<file path="src/rtl/apb_pkg.sv">
// Shared definitions for the APB register slave: register offsets,
// CTRL field positions and the bus-side FSM state type.
package apb_pkg;

    localparam logic [31:0] CTRL_OFS     = 32'h00;
    localparam logic [31:0] SCRATCH0_OFS = 32'h04;
    localparam logic [31:0] SCRATCH1_OFS = 32'h08;
    localparam logic [31:0] EVT_OFS      = 32'h0C;
    localparam logic [31:0] ID_OFS       = 32'h10;
    localparam logic [31:0] XFER_CNT_OFS = 32'h14;
    localparam logic [31:0] WINDOW_LAST  = 32'h17;

    localparam int WAIT_LSB = 0;
    localparam int WAIT_W   = 4;
    localparam int MASK_LSB = 8;
    localparam int MASK_W   = 8;
    localparam int EVT_W    = 8;

    typedef enum logic {
        ST_IDLE,
        ST_ACCESS
    } apb_slv_state_t;

endpackage

</file>
<file path="src/rtl/apb_slave_regs.sv">
// Register bank behind the APB slave: address/error decode, CTRL, scratch
// registers, sticky W1C event flags, interrupt and completed-transfer counter.
module apb_slave_regs
    import apb_pkg::*;
#(
    parameter logic [31:0] BASE_ADDR = 32'h0000_A000,
    parameter logic [31:0] ID_VALUE  = 32'h0571_0016
) (
    input  logic              pclk,
    input  logic              preset_n,
    input  logic [31:0]       paddr,
    input  logic              pwrite,
    input  logic [31:0]       pwdata,
    input  logic              complete,
    input  logic [EVT_W-1:0]  evt_i,
    output logic [31:0]       rdata,
    output logic              dec_err,
    output logic [WAIT_W-1:0] wait_val,
    output logic              irq_o
);

    logic [31:0]       ofs;
    logic              in_range;
    logic              misaligned;
    logic              ro_write;
    logic              commit;
    logic              wr_en;
    logic [EVT_W-1:0]  evt_clr;

    logic [WAIT_W-1:0] wait_q;
    logic [MASK_W-1:0] mask_q;
    logic [31:0]       scratch0_q;
    logic [31:0]       scratch1_q;
    logic [EVT_W-1:0]  evt_q;
    logic [31:0]       xfer_cnt_q;

    // Offset is only meaningful when paddr >= BASE_ADDR, so it never wraps when in range.
    assign ofs        = paddr - BASE_ADDR;
    assign in_range   = (paddr >= BASE_ADDR) && (ofs <= WINDOW_LAST);
    assign misaligned = (paddr[1:0] != 2'b00);
    assign ro_write   = pwrite && ((ofs == ID_OFS) || (ofs == XFER_CNT_OFS));
    assign dec_err    = !in_range || misaligned || ro_write;

    assign commit   = complete && !dec_err;
    assign wr_en    = commit && pwrite;
    assign evt_clr  = (wr_en && (ofs == EVT_OFS)) ? pwdata[EVT_W-1:0] : '0;
    assign wait_val = wait_q;
    assign irq_o    = |(evt_q & mask_q);

    always_comb begin
        rdata = '0;
        case (ofs)
            CTRL_OFS: begin
                rdata[WAIT_LSB +: WAIT_W] = wait_q;
                rdata[MASK_LSB +: MASK_W] = mask_q;
            end
            SCRATCH0_OFS: rdata = scratch0_q;
            SCRATCH1_OFS: rdata = scratch1_q;
            EVT_OFS:      rdata[EVT_W-1:0] = evt_q;
            ID_OFS:       rdata = ID_VALUE;
            XFER_CNT_OFS: rdata = xfer_cnt_q;
            default:      rdata = '0;
        endcase
    end

    // Event set wins over a simultaneous W1C clear of the same bit.
    always_ff @(posedge pclk or negedge preset_n) begin
        if (!preset_n) begin
            wait_q     <= '0;
            mask_q     <= '0;
            scratch0_q <= '0;
            scratch1_q <= '0;
            evt_q      <= '0;
            xfer_cnt_q <= '0;
        end else begin
            evt_q <= (evt_q & ~evt_clr) | evt_i;
            if (commit) begin
                xfer_cnt_q <= xfer_cnt_q + 32'd1;
            end
            if (wr_en) begin
                case (ofs)
                    CTRL_OFS: begin
                        wait_q <= pwdata[WAIT_LSB +: WAIT_W];
                        mask_q <= pwdata[MASK_LSB +: MASK_W];
                    end
                    SCRATCH0_OFS: scratch0_q <= pwdata;
                    SCRATCH1_OFS: scratch1_q <= pwdata;
                    default: ;
                endcase
            end
        end
    end

endmodule

</file>
<file path="src/rtl/apb_reg_slave.sv">
// APB3 completer with programmable wait states; the FSM and wait counter live
// here, the register bank and decode live in apb_slave_regs.
module apb_reg_slave
    import apb_pkg::*;
#(
    parameter logic [31:0] BASE_ADDR = 32'h0000_A000,
    parameter logic [31:0] ID_VALUE  = 32'h0571_0016
) (
    input  logic             pclk,
    input  logic             preset_n,
    input  logic             psel,
    input  logic             penable,
    input  logic [31:0]      paddr,
    input  logic             pwrite,
    input  logic [31:0]      pwdata,
    output logic [31:0]      prdata,
    output logic             pready,
    output logic             pslverr,
    input  logic [EVT_W-1:0] evt_i,
    output logic             irq_o
);

    apb_slv_state_t    state;
    logic [WAIT_W-1:0] cnt;
    logic [WAIT_W-1:0] wait_val;
    logic [31:0]       rdata;
    logic              dec_err;
    logic              complete;
    logic              proto_err;

    assign complete  = (state == ST_ACCESS) && psel && penable && (cnt == '0);
    assign proto_err = (state == ST_IDLE) && psel && penable;
    assign pready    = complete || proto_err;
    assign pslverr   = proto_err || (complete && dec_err);
    assign prdata    = (complete && !dec_err && !pwrite) ? rdata : '0;

    // Wait count is sampled at setup, so a CTRL write only affects later transfers.
    always_ff @(posedge pclk or negedge preset_n) begin
        if (!preset_n) begin
            state <= ST_IDLE;
            cnt   <= '0;
        end else begin
            case (state)
                ST_IDLE: begin
                    if (psel && !penable) begin
                        state <= ST_ACCESS;
                        cnt   <= wait_val;
                    end
                end
                ST_ACCESS: begin
                    if (!psel) begin
                        state <= ST_IDLE;
                    end else if (penable) begin
                        if (cnt != '0) begin
                            cnt <= cnt - 1'b1;
                        end else begin
                            state <= ST_IDLE;
                        end
                    end
                end
                default: state <= ST_IDLE;
            endcase
        end
    end

    apb_slave_regs #(
        .BASE_ADDR (BASE_ADDR),
        .ID_VALUE  (ID_VALUE)
    ) u_regs (
        .pclk     (pclk),
        .preset_n (preset_n),
        .paddr    (paddr),
        .pwrite   (pwrite),
        .pwdata   (pwdata),
        .complete (complete),
        .evt_i    (evt_i),
        .rdata    (rdata),
        .dec_err  (dec_err),
        .wait_val (wait_val),
        .irq_o    (irq_o)
    );

endmodule

</file>
<file path="config.mk">
export PLATFORM = sky130hd
export DESIGN_NAME = apb_reg_slave
export DESIGN_NICKNAME = d
export VERILOG_FILES = /design/src/rtl/apb_pkg.sv /design/src/rtl/apb_slave_regs.sv /design/src/rtl/apb_reg_slave.sv
export SDC_FILE = /design/constraint.sdc
export NUM_CORES = 1
export LEC_CHECK = 0
export CAP_MARGIN = 20
export CELL_PAD_IN_SITES_DETAIL_PLACEMENT = 1
export CELL_PAD_IN_SITES_GLOBAL_PLACEMENT = 2
export CORE_MARGIN = 2
export CORE_UTILIZATION = 37
export DETAILED_ROUTE_END_ITERATION = 12
export PLACE_DENSITY_LB_ADDON = 0.1
export SLEW_MARGIN = 10
export SYNTH_ARGS = -nofsm -noshare
export SYNTH_HDL_FRONTEND = slang
export SYNTH_SLANG_ARGS = --single-unit
</file>
<file path="constraint.sdc">
create_clock -name pclk -period 8.4 [get_ports pclk]
set_input_delay 1.26 -clock pclk [delete_from_list [all_inputs] [get_ports pclk]]
set_output_delay 1.26 -clock pclk [all_outputs]
set_load 0.01 [all_outputs]
</file>
==> summary.md, run 1 <==
| Metric | Value |
|---|---|
| Worst Hold Path EP | `u_regs.xfer_cnt_q[31]$_DFFE_PN0N_` |
| Die Wd | `138.0 um` |
| Hold buffer count at cts | `0` |
| Worst R2R Start | `state$_DFF_PN0_` |
| First-pass GRT wire length | `32.06 mm` |
| DIE HEIGHT | `138.0 um` |
| Max cap viols | `0` |
| Req. time, crit path | `7.14 ns` |
| CP Launch Type | `input port` |
| #FFs+latches synth | `roughly 120` |
| Vias per Instance | `approximately 5.5` |
| Via Count | `around 5.4k` |
| Crit path DAT | `around 5 ns` |
| First-pass DRT Iterations | `4` |
| Sequential share of power | `42.6%` |
| Post-Syn Area per Cell | `10.71 um^2` |
| Antenna cells | `0` |
| Die area | `between 15,000 and 20,000 um^2` |
| DR WL met2 | `9.650 mm` |
| Synth top area cells | `dfrtp_1 (46%), mux2_2 (8.7%), mux2_1 (5.1%)` |
| Hold Crit Depth | `1` |
| DP HPWL | `14.42 mm` |
| Antenna Nets Post-Route | `0` |
| Worst Max-Slew Pin Slew | `about 1 ns` |
| Layout area overhead | `28.46%` |
| WL met3 | `999 um` |
| Top-count cell post-synth | `dfrtp_1` |
| Final hold vios | `0` |
| Power share of the clock group | `48.9%` |
| Initial DRC count | `235` |
| Fill count | `between 1.5k and 2k` |
| Worst R2R Path Depth | `5` |
| IO Pins | `112` |
| Fraction of layout cells with a size suffix above 1 | `15.46%` |
| Worst vdd ir | `0.1470 mV` |
| Remaining DRCs | `0` |
| Met1 wire length | `between 9 and 10 mm` |
| Post-Route WL | `20.44 mm` |
| FFs w/ async S/R, synth | `between 90% and 100%` |
| Crit Path Class | `in2out` |
| CTS tree | `built` |
| Final period utilization | `74.53%` |
| Status | `finished clean` |
| CTS Root Cell | `clkbuf_16` |
| Post-CTS resize count | `0` |
| All-Layer GR Usage | `22.41%` |
| Gpl congestion | `0.7630` |
| P_int | `0.001057 W` |
| Clk slew on worst S/H paths | `0.06 ns` |
| Clk_skew | `roughly 0.0097 ns` |
| Comb pwr share | `8.5%` |
| Final core occ | `48.97%` |
| CTS buffer count | `17` |
| FF-to-FF End | `u_regs.scratch0_q[0]$_DFFE_PN0P_` |
| Yosys top cell by area | `dfrtp_1` |
| Register area share after synthesis | `45.61%` |
| DR top layer | `met4` |
| Yosys warns | `0` |
| Initial antenna violation count | `0` |
| Grt total ovfl | `0` |
| R2r setup slk | `roughly 5 ns` |
| Post-DP Area | `a little under 8000 um^2` |
| Routed WL per cell | `21.09 um` |
| Syn Nets | `701` |
| Slew Viols, Final | `0` |
| Clk buf depth | `2` |
| Worst setup EP type | `primary output` |
| Number of synthesized flops with an enable pin | `0` |
| H-tree lvl count | `4` |
| Post-Synthesis Cell Area | `~6600 um^2` |
| Leakage | `approximately 3.6 nW` |
| Top FF cell, synth | `dfrtp_1` |
| Most frequent cells after synthesis | `dfrtp_1 (121), nor2_1 (53), mux2_2 (51)` |
| Core region area | `17,420 um^2` |
| Total Power | `0.001397 W` |
| Clk Latency, worst-skew pair | `0.42 ns` |
| CTS Sinks | `around 120` |
| Vias in the first global route | `between 5k and 6k` |
| Switch Pwr | `between 0.0003 and 0.0004 W` |
| Cell Pwr Density | `~160 nW/um^2` |
| Cell variety after synth | `59` |
| Sw frac | `24.33%` |
| Final setup fails | `0` |
| Post-Synthesis Cells | `620` |
| Slew headroom | `32.63%` |
| Nets | `812` |
| Fin crit period | `6.260 ns` |
| Placed cells | `935` |
| Largest net degree at the start of global routing | `a little under 80` |
| IO Port Bufs | `111` |
| Fin area | `8528 um^2` |
| Initial Util | `38.12%` |
| Fmax | `159.7 MHz` |
| Worst Path Max Fanout | `14` |
| Setup TNS | `0 ns` |
| Post-synth top area share | `45.61%` |
| Setup Buffers After CTS | `0` |
| Row cnt | `48` |
| RSZ-0062 raised after global routing | `false` |
| Final cell count without fillers | `just under 1k` |
| Hold Path Origin | `u_regs.xfer_cnt_q[31]$_DFFE_PN0N_` |
| Worst Hold Class | `reg2reg` |
worst max-delay path, cell delays in order:
cell and delay (ns):
clkdlybuf4s50_1 0.54, inv_1 0.06, ha_1 0.26, nor4b_2 0.29
and4_1 0.32, o2111ai_1 0.24, nor3_1 0.45, or3b_1 0.69
nor3_1 0.29, clkdlybuf4s50_1 0.60
cell type report:
cell class	count	area [um^2]	share of cell area (%)
clock buffers	20	446.7	5.238
well taps	225	281.5	3.301
flip-flops and latches	121	3028	35.50
clock inverters	12	102.6	1.203
repair buffers	122	1211	14.20
inverters	19	71.32	0.8363
multi-input cells	450	3387	39.72
power groups by stage:
stage,logic (W),clock network (W),registers [W]
3_3_place_gp,0.000114,0,0.000605
3_5_place_dp,0.000117,0,0.000606
2_1_floorplan,0.0000459,0,0.000603
4_1_cts,0.000118,0.000695,0.000595
6_report,0.000118,0.000683,0.000595
5_1_grt,0.000130,0.000725,0.000596
metrics by stage:
stage	hold WS, ns	setup slack (ns)
3_3_place_gp	0.4637	2.291
5_1_grt	0.4976	1.879
2_1_floorplan	0.4414	3.655
4_1_cts	0.4787	2.095
3_5_place_dp	0.4685	2.107
6_report	0.4761	2.140
how the worst max path moves through the flow:
stage                          from    endpoint  slack (ns)  depth (start not counted)
after global placement    paddr[13]   prdata[4]        2.29                          9
after global routing      paddr[13]  prdata[22]        1.88                         11
final                     paddr[13]   prdata[4]        2.14                         10
after CTS                 paddr[13]   prdata[4]        2.10                         10
after detailed placement  paddr[13]   prdata[4]        2.11                         10
after floorplan           paddr[13]  prdata[16]        3.65                          8
registers in the layout, indices dropped and copies added, names as in the netlist:
signal and cells:
u_regs.xfer_cnt_q 32, u_regs.wait_val 4, u_regs.evt_q 8, u_regs.scratch0_q 32, u_regs.mask_q 8, u_regs.scratch1_q 32
cnt 4, state 1
layout by cell type (no fill, tap or decap), types with 4 or more instances in the layout:
cell type and count:
o21ai_0 7, mux2i_1 23, nor2b_1 8, xnor2_1 15
nand3_1 16, nor4_1 9, nor3_1 27, xor2_1 18
a22oi_1 14, clkdlybuf4s50_1 110, mux2_1 30, ha_1 4
a21oi_1 32, mux2_2 51, clkinvlp_4 4, nand4_1 18
clkinv_2 5, nor2_1 53, dfrtp_1 121, a31oi_1 8
o22a_1 6, a22o_1 5, inv_1 19, and4_1 8
nand2b_1 6, and3_1 7, nand3b_1 5, a221oi_1 7
clkbuf_16 17, buf_4 11, nor2_4 10, nand2_1 22
cell families (layout without fill, tap and decap cells):
group | Yosys count | in the layout | share of synthesized area [%]
AND/OR/NAND/NOR | 212 | 212 | 18.24
flip-flops | 121 | 121 | 45.61
XOR/XNOR | 33 | 33 | 4.354
multiplexers | 105 | 105 | 17.41
AO/OA/AOI/OAI | 96 | 96 | 10.25
adder cells (fa/ha/maj) | 4 | 4 | 0.7539
buffers and inverters | 49 | 173 | 3.373
per-layer routing:
layer	vias to the layer above	global-route usage, %
li1	2499	-
met1	2697	30.13
met2	141	36.50
met3	29	3.947
met4	0	7.766
met5	-	0
(Power assumes the default switching activity.)
==> run 2, diff against run 1 <==
--- a/config.mk
+++ b/config.mk
@@ -9,7 +9,7 @@
 export CELL_PAD_IN_SITES_DETAIL_PLACEMENT = 1
 export CELL_PAD_IN_SITES_GLOBAL_PLACEMENT = 2
 export CORE_MARGIN = 2
-export CORE_UTILIZATION = 37
+export CORE_UTILIZATION = 35
 export DETAILED_ROUTE_END_ITERATION = 12
 export PLACE_DENSITY_LB_ADDON = 0.1
 export SLEW_MARGIN = 10
==> constraint.sdc (replaced) <==
create_clock -name pclk -period 6.5 [get_ports pclk]
set_input_delay 0.975 -clock pclk [delete_from_list [all_inputs] [get_ports pclk]]
set_output_delay 0.975 -clock pclk [all_outputs]
set_load 0.01 [all_outputs]
==> run 2 against run 1 <==
Compared with the run above:
- global-route usage down 1.3 points
- sequential share of layout area down 0.22 points
- clock-buffer cell count up 2
- first-iteration DRC count up 14%
- setup slack worse by 1.3 ns
- utilization down 2.9 points
- final cell count up 0.83%
- register-to-register slack worse by 1.3 ns
- critical endpoint is now prdata[7]
- die area up 5.5%
- cell area up 0.62%
- clock power up 41%
- non-clock buffer count up 1
==> summary.md, run 2 (same netlist as run 1, synthesis figures left out) <==
| Metric | Value |
|---|---|
| Vias per Instance | `5.508 (-0.54%)` |
| Grt total ovfl | `0 (unchanged)` |
| Worst Hold Path EP | `u_regs.xfer_cnt_q[31]$_DFFE_PN0N_` |
| Clk slew on worst S/H paths | `0.05 ns (about the same)` |
| Layout area overhead | `29.25%` |
| Status | `finished clean` |
| CTS tree | `built` |
| Post-CTS resize count | `0 (unchanged)` |
| Hold Crit Depth | `1 (unchanged)` |
| Initial DRC count | `269 (+14%)` |
| Hold WS | `0.4766 ns (+0.0005280 ns)` |
| Slew headroom | `28.74% (-3.9 points)` |
| Clk buf depth | `2 (unchanged)` |
| Antenna Nets Post-Route | `0 (unchanged)` |
| Worst vdd ir | `0.1801 mV (+23%)` |
| Final setup fails | `0 (unchanged)` |
| First-pass GRT wire length | `32.75 mm (+2.2%)` |
| Fin crit period | `5.696 ns` |
| Total Power | `0.001886 W (+35%)` |
| Final period utilization | `87.63%` |
| Core region area | `18,640 um^2 (+7.0%)` |
| Worst R2R Path Depth | `5 (unchanged)` |
| IO Port Bufs | `111 (unchanged)` |
| Row cnt | `50 (+4.2%)` |
| Fmax | `~180 MHz` |
| CTS buffer count | `17 (unchanged)` |
| Worst Path Max Fanout | `14 (unchanged)` |
| RSZ-0062 raised after global routing | `false` |
| Cell Pwr Density | `219.8 nW/um^2 (+34%)` |
| IO Pins | `112 (unchanged)` |
| Worst setup EP type | `primary output` |
| Gpl congestion | `0.7601 (-0.38%)` |
| Initial antenna violation count | `0 (unchanged)` |
| DIE HEIGHT | `141.7 um (+2.7%)` |
| Max cap viols | `0 (unchanged)` |
| Worst R2R Start | `state$_DFF_PN0_` |
| Post-DP Area | `7970 um^2 (+0.33%)` |
| Commonest non-fill, non-tap cell in the layout | `dfrtp_1` |
| Leakage | `3.658 nW (+1.0%)` |
| CP Launch Type | `input port` |
| Nets | `813 (+0.12%)` |
| H-tree lvl count | `4 (unchanged)` |
| Pre-CTS setup slack | `0.8097 ns (-1.298 ns)` |
| Post-Route WL | `20.18 mm (-1.3%)` |
| Fraction of layout cells with a size suffix above 1 | `15.48% (+0.021 points)` |
| First-pass DRT Iterations | `4 (unchanged)` |
| Crit path DAT | `4.72 ns (-0.28 ns)` |
| Setup Buffers After CTS | `0 (unchanged)` |
| Slew Viols, Final | `0 (unchanged)` |
| All-Layer GR Usage | `21.12% (-1.3 points)` |
| Die area | `20,090 um^2 (+5.5%)` |
| CTS Sinks | `121 (unchanged)` |
| Routed WL per cell | `20.66 um (-2.1%)` |
| Largest net degree at the start of global routing | `64 (-18%)` |
| Hold Path Origin | `u_regs.xfer_cnt_q[31]$_DFFE_PN0N_` |
| FF-to-FF End | `u_regs.scratch0_q[0]$_DFFE_PN0P_` |
| Largest registers | `u_regs.scratch0_q: 32 flops, u_regs.scratch1_q: 32 flops, u_regs.xfer_cnt_q: 32 flops` |
| Via Count | `5,381 (+0.28%)` |
| Remaining DRCs | `0 (unchanged)` |
| R2r setup slk | `3.73 ns (-1.31 ns)` |
| Worst Hold Class | `reg2reg` |
| Req. time, crit path | `5.52 ns (-1.62 ns)` |
| Clk_skew | `0.008441 ns (-0.001258 ns)` |
| Vias in the first global route | `5,954 (+2.4%)` |
| Antenna cells | `0 (unchanged)` |
| Hold buffer count at cts | `0 (unchanged)` |
| Crit Path Class | `in2out` |
| Fin area | `8581 um^2 (+0.62%)` |
| Final hold vios | `0 (unchanged)` |
| Final Worst Setup Slack | `0.8038 ns (-1.336 ns)` |
| Most frequent cells in the layout | `dfrtp_1 (121), clkdlybuf4s50_1 (110), nor2_1 (53)` |
| CTS Root Cell | `clkbuf_16` |
| Worst Max-Slew Pin Slew | `1.067 ns (+0.05820 ns)` |
| Initial Util | `35.61% (-2.5 points)` |
| Clk Latency, worst-skew pair | `0.42 ns (about the same)` |
| Die Wd | `141.7 um (+2.7%)` |
| Setup TNS | `0 ns (unchanged)` |
| DP HPWL | `14.23 mm (-1.4%)` |
## run 2: cell type report
class	instances	area, um^2
Fill cell	2022	10060
Multi-Input combinational cell	450	3387
Sequential cell	121	3028
Timing Repair Buffer	123	1199
Clock buffer	22	484.2
Tap cell	234	292.8
Clock inverter	8	118.9
Inverter	19	71.32
## run 2: per-layer routing
layer  share of wire, %  vias up  track usage, %
li1                   -     2507               -
met1                 47     2732           28.35
met2                 48      117           34.80
met3                3.8       25           3.780
met4                2.0        0           6.737
met5                  0        -               0
## run 2: worst max-delay path, stage by stage
cell and delay, ns:
clkdlybuf4s50_1 0.53, inv_1 0.06, ha_1 0.27, nor4b_2 0.30, and4_1 0.33, o2111ai_1 0.22, nor3_1 0.42, or3b_1 0.70
a21oi_1 0.32, clkdlybuf4s50_1 0.58
## run 2: worst max-delay path by stage
stage / startpoint / endpoint / slack [ns] / cells past startpoint
global placement: paddr[13] / prdata[7] / 0.94 / 9
global route: paddr[13] / prdata[16] / 0.52 / 11
CTS: paddr[13] / prdata[4] / 0.77 / 10
detailed placement: paddr[13] / prdata[4] / 0.81 / 10
finish: paddr[13] / prdata[7] / 0.80 / 10
floorplan: paddr[13] / prdata[16] / 2.32 / 8
## run 2: stage by stage
stage                     util, %  cells
after floorplan                 -    620
after global placement      42.75    946
after detailed placement    42.75    946
after CTS                   45.99    976
after global routing        46.03    977
final                       46.03    977
## run 2: where the power goes
part	switching [W]	internal, W	leakage (nW)	total [W]
Clock	0.000329	0.000637	0.302	0.000965
Sequential	0.00000847	0.000762	1.63	0.000770
Combinational	0.0000792	0.0000710	1.73	0.000150
==> run 3, diff against run 2 <==
--- a/config.mk
+++ b/config.mk
@@ -12,6 +12,7 @@
 export CORE_UTILIZATION = 35
 export DETAILED_ROUTE_END_ITERATION = 12
 export PLACE_DENSITY_LB_ADDON = 0.1
+export SETUP_SLACK_MARGIN = 0.15
 export SLEW_MARGIN = 10
 export SYNTH_ARGS = -nofsm -noshare
 export SYNTH_HDL_FRONTEND = slang
==> results of run 3 <==
No change in the layout: final DEF, timing and power equal those of run 2.
